**src/rtl/mux_scan_ctrl.sv**
```systemverilog
// mux_scan_ctrl: steps a 4:1 mux select through channels 0..3, settles dwell+1 cycles each, samples Y into a 4-bit result
// Ports: clk, rst (async, active-high); start, abort, dwell[DWELL_W-1:0] in;
//        sel[1:0] to mux S; mux_y from mux Y; busy, done, result[3:0] out.
module mux_scan_ctrl #(
  parameter int DWELL_W = 4
) (
  input  logic               clk,
  input  logic               rst,
  input  logic               start,
  input  logic               abort,
  input  logic [DWELL_W-1:0] dwell,
  output logic [1:0]         sel,
  input  logic               mux_y,
  output logic               busy,
  output logic               done,
  output logic [3:0]         result
);
  typedef enum logic [1:0] {IDLE, SETTLE, DONE} state_t;
  state_t state, state_n;
  logic [DWELL_W-1:0] cnt, cnt_n, dwell_q, dwell_n;
  logic [3:0] work, work_n, result_n;
  logic [1:0] sel_n;
  always_ff @(posedge clk or posedge rst) begin
    if (rst) begin
      state   <= IDLE;
      sel     <= '0;
      cnt     <= '0;
      dwell_q <= '0;
      work    <= '0;
      result  <= '0;
    end else begin
      state   <= state_n;
      sel     <= sel_n;
      cnt     <= cnt_n;
      dwell_q <= dwell_n;
      work    <= work_n;
      result  <= result_n;
    end
  end
  always_comb begin
    state_n  = state;
    sel_n    = sel;
    cnt_n    = cnt;
    dwell_n  = dwell_q;
    work_n   = work;
    result_n = result;
    case (state)
      IDLE: begin
        sel_n = '0;
        if (start) begin
          dwell_n = dwell;
          cnt_n   = '0;
          state_n = SETTLE;
        end
      end
      SETTLE: begin
        if (abort) begin
          state_n = IDLE;
          sel_n   = '0;
        end else if (cnt != dwell_q) begin
          cnt_n = cnt + 1'b1;
        end else begin
          work_n[sel] = mux_y;
          cnt_n       = '0;
          if (sel == 2'd3) begin
            result_n = {mux_y, work[2:0]};
            state_n  = DONE;
          end else begin
            sel_n = sel + 1'b1;
          end
        end
      end
      DONE: begin
        state_n = IDLE;
        sel_n   = '0;
      end
      default: begin
        state_n = IDLE;
        sel_n   = '0;
      end
    endcase
  end
  assign busy = (state != IDLE);
  assign done = (state == DONE);
endmodule

```
**config.mk**
```make
export PLATFORM = sky130hd
export DESIGN_NAME = mux_scan_ctrl
export DESIGN_NICKNAME = d
export VERILOG_FILES = /design/src/rtl/mux_scan_ctrl.sv
export SDC_FILE = /design/constraint.sdc
export NUM_CORES = 1
export LEC_CHECK = 0
export CORE_MARGIN = 2
export CORE_UTILIZATION = 50
export CTS_BUF_LIST = sky130_fd_sc_hd__clkbuf_8
export CTS_CLUSTER_DIAMETER = 100
export CTS_CLUSTER_SIZE = 25
export DETAILED_ROUTE_END_ITERATION = 8
export PLACE_DENSITY_LB_ADDON = 0.12
export SLEW_MARGIN = 20
export SYNTH_ARGS = -nofsm -noshare
export SYNTH_HDL_FRONTEND = slang
export SYNTH_SLANG_ARGS = --single-unit
export TNS_END_PERCENT = 30
```
**constraint.sdc**
```tcl
create_clock -name clk -period 4.5 [get_ports clk]
set_clock_uncertainty 0.15 [all_clocks]
set_input_delay 0.9 -clock clk [delete_from_list [all_inputs] [get_ports clk]]
set_output_delay 0.9 -clock clk [all_outputs]
set_load 0.05 [all_outputs]
```
# Yosys cells after proc, flatten, opt, wreduce, memory -nomap -nowiden
# Index checks and enable logic that the tools add are counted.
# word_totals
elab_cells	47
input_bits	9
regBits	20
output_inout_bits	8
# op_classes
bitwise	2
order_cmp	2
reduce_logical	10
mux	16
eq_ne	9
add_sub_neg	2
# op_table
op	count
$mux 2	8
$mux 4	3
$ne 3x3->1 const B	3
$reduce_and 3->1	3
$pmux 4 s2	1
$add 4x1->4 const B	1
$bwmux 4	1
$eq 2x2->1 const B	2
$ne 2x2->1 const B	2
$ne 4x4->1	1
$pmux 2 s2	1
$reduce_and 2->1	2
$reduce_and 4->1	1
$reduce_bool 2->1	2
$lt 2x3->1 const B	1
$add 2x1->2 const B	1
$demux 1 s2	1
$eq 2x1->1 const B	1
$ge 2x1->1 const B	1
$logic_not 2->1	1
$not 1->1	2
$logic_and 1x1->1	1
$mux 1	1

# Longest topological paths before layout
# depth
word_depth	5
mapped_depth	4
depth_no_buf	4

# Worst setup path after synthesis
# Ideal clock, no wire load.
# synth_path
path_type	reg2out
startpoint	reg state[0]
endpoint	out done
slack_ps	2358
t_required_ps	3450
stages_incl_launch_ff	2
n_path_buf	0
arrival_time_ps	1092
cell_sequence	dfrtp_1 nor2b_1
# synth_via
elab_chain_len	1
# synth_lines
item	line_no	source
from (decl)	19	state_t state, state_n;
from (signal assigned)	32	state <= state_n;
$eq 2x2->1	84	assign done = (state == DONE);
to (decl)	15	output logic done,
# Every way passes these cells.

# Worst setup path in the final report
# layout_path
startpoint	reg state[0]
endpoint	out busy
# layout_via
elab_chain_len	1
# layout_lines
item	line_no	source
$reduce_bool 2->1	83	assign busy = (state != IDLE);
to (decl)	14	output logic busy,
# Every way passes these cells.

==> results_dict.tcl <==
set metrics [dict create \
    status "completed" \
    dp_slack_ps 1890 \
    synthCells 80 \
    grt_pass1_vias 572 \
    syn_area_per_cell_um2 11.9 \
    critPathSlowestCell "clkdlybuf4s50_1" \
    drt_iter0_drc 3 \
    path_clk_slew_ps 70 \
    ys_seq_area_frac 0.499 \
    cts_buffers 3 \
    hpwlAfterDp_mm 1.15 \
    synth_area_um2 953 \
    core_area_um2 1760 \
    rows 15 \
    yosys_warnings 0 \
    io_pins 17 \
    drv_slew 0 \
    grt_max_degree 20 \
    ys_seq_elements 19 \
    port_buffers 16 \
    hold-worst-slack_ps 358 \
    n_antenna_cell 0 \
    clkLatencyLatePin_ps 250 \
    drc 0 \
    drive_above_1_share 0.190 \
    die_area_um2 2270 \
    die_h_um 47.7 \
    cts_tree "done" \
    regToRegEndpoint "result[0]" \
    num_vias 644 \
    layout_commonest_cell "dfrtp_1" \
    holdPathEnd "result[3]" \
    worstPathMaxFanout 5 \
    holdPathStages 1 \
    clock_path_buffers 2 \
    gr-total-overflow 0 \
    layout.cells.non_filler 125 \
    fin_ws_ps 1790 \
    cp_data_required_time_ps 3450 \
    netlist.area_leader.share 0.499 \
    period_minus_slack_ps 2710 \
    maxCapViolCount 0 \
    synth.distinct_cells 22 \
    hp-class "reg2reg" \
    grt_pass1_wl_mm 2.41 \
    syn_to_final_growth_pct 24.8 \
    start_util 0.540 \
    hold_viol 0 \
    powerDensity_nw_per_um2 373 \
    cts.sinks 19 \
    cp_cell_sequence "or2_2 > clkdlybuf4s50_1" \
    nNetsFinal 115 \
    slew_headroom 0.536 \
    end_kind "output port" \
    synth_fp_nets 94 \
    wl_per_cell_um 12.5 \
    grt_util_all_layers 0.154 \
    antenna_found_initial 0 \
    placed_area_um2 1140 \
    rr_worst_depth 4 \
    holdBufCountCts 0 \
    ir_worst_vdd_mv 0.276 \
    start_kind "flop" \
    ant_nets 0 \
    rsz0062_at_grt "no" \
    tns_ps 0 \
    via_per_inst 5.15 \
    firstDrtPassIters 4 \
    htree_levels 1 \
    dieWidth_um 47.7 \
    dp.cells 121 \
    r2r_slack_ps 2520 \
    synth_area_leader_cell "dfrtp_1" \
    cts_setup_buffers 0 \
    synth.area.top_cells "dfrtp_1 50%, mux2_2 13%, ha_1 6.6%, xor2_1 4.6%, nand2b_1 3.3%" \
    period_share 0.601 \
    cp_data_arrival_time_ps 1660 \
    cpPeakStageDelay_ps 700 \
    stdcell_area_um2 1190 \
    root_buffer "clkbuf_8" \
    post_cts_resized 0 \
    leakagePower_nw 0.554 \
    gp_congestion 0.772 \
    hold_start "result[3]" \
    max_freq_ghz 0.370 \
    drt_wl_total_mm 1.56 \
    worst-setup-path-type "reg2out" \
    setup_viol_count_final 0 \
    mostFrequentLayoutCells "19 x dfrtp_1, 16 x clkdlybuf4s50_1, 11 x mux2_2" \
    reg2reg_from "cnt[0]" \
    worst_slew_pin_slew_ps 695 \
]
==> worst max-delay path, delay by kind of cell (launching register included) <==
| kind | cells | cell delay, ps |
|---|---|---|
| flip-flops | 1 | 410 |
| buffers and inverters | 1 | 700 |
| AND/OR/NAND/NOR | 1 | 290 |
==> cells in the mapped netlist, drive strengths merged <==
| cell | count |
|---|---|
| a21o | 2 |
| a22o | 3 |
| a31oi | 1 |
| and2 | 1 |
| dfrtp | 19 |
| ha | 5 |
| inv | 7 |
| mux2 | 11 |
| mux2i | 1 |
| nand2 | 3 |
| nand2b | 5 |
| nand3 | 5 |
| nand4 | 1 |
| nor2 | 5 |
| nor2b | 1 |
| nor4 | 2 |
| o21ai | 2 |
| or2 | 1 |
| xor2 | 5 |
==> logic make-up after synthesis <==
group | Yosys count | share of synthesized area
AND/OR/NAND/NOR | 24 | 0.160
flip-flops | 19 | 0.499
multiplexers | 12 | 0.140
AO/OA/AOI/OAI | 8 | 0.0617
buffers and inverters | 7 | 0.0276
XOR/XNOR | 5 | 0.0459
adder cells (fa/ha/maj) | 5 | 0.0656
==> registers in the layout, indices dropped and copies added, names as in the netlist <==
name / cells
result: 4
state: 2
work: 3
dwell_q: 4
cnt: 4
sel: 2
==> final cells by class <==
| class | count | area [µm²] |
|---|---|---|
| Tap cell | 25 | 31.3 |
| Clock inverter | 1 | 3.75 |
| Multi-Input combinational cell | 54 | 452 |
| Fill cell | 151 | 574 |
| Inverter | 7 | 26.3 |
| Clock buffer | 3 | 41.3 |
| Timing Repair Buffer | 16 | 160 |
| Sequential cell | 19 | 475 |
==> per-stage QoR <==
| step | total power (W) | util |
|---|---|---|
| floorplan | 0.000305 | - |
| detailed placement | 0.000334 | 0.649 |
| finish | 0.000444 | 0.674 |
| global route | 0.000469 | 0.674 |
| CTS | 0.000448 | 0.674 |
| global placement | 0.000329 | 0.649 |
==> layer usage <==
metal / part of all wire / track usage / vias to the layer above
li1: - / - / 313
met1: 0.49 / 0.205 / 317
met2: 0.46 / 0.243 / 14
met3: 0.055 / 0.0340 / 0
met4: 0 / 0.0649 / 0
met5: 0 / 0 / -
==> worst max-delay path by stage <==
stage	depth (start not counted)	slack (ps)	end	from
2_1_floorplan	1	2360	done	state[0]
3_3_place_gp	4	1920	work[1]	abort
3_5_place_dp	4	1890	result[2]	abort
4_1_cts	2	1790	busy	state[0]
5_1_grt	2	1760	busy	state[0]
6_report	2	1790	busy	state[0]
==> report_power, final <==
| part | leakage, nW | switching [W] | total, W | internal [W] |
|---|---|---|---|---|
| clock | 0.0269 | 0.0000535 | 0.000114 | 0.0000605 |
| sequential | 0.251 | 0.0000230 | 0.000218 | 0.000195 |
| combinational | 0.276 | 0.0000592 | 0.000112 | 0.0000531 |
| total | 0.554 | 0.000136 | 0.000444 | 0.000308 |
Power figures use the tool's default switching activity.
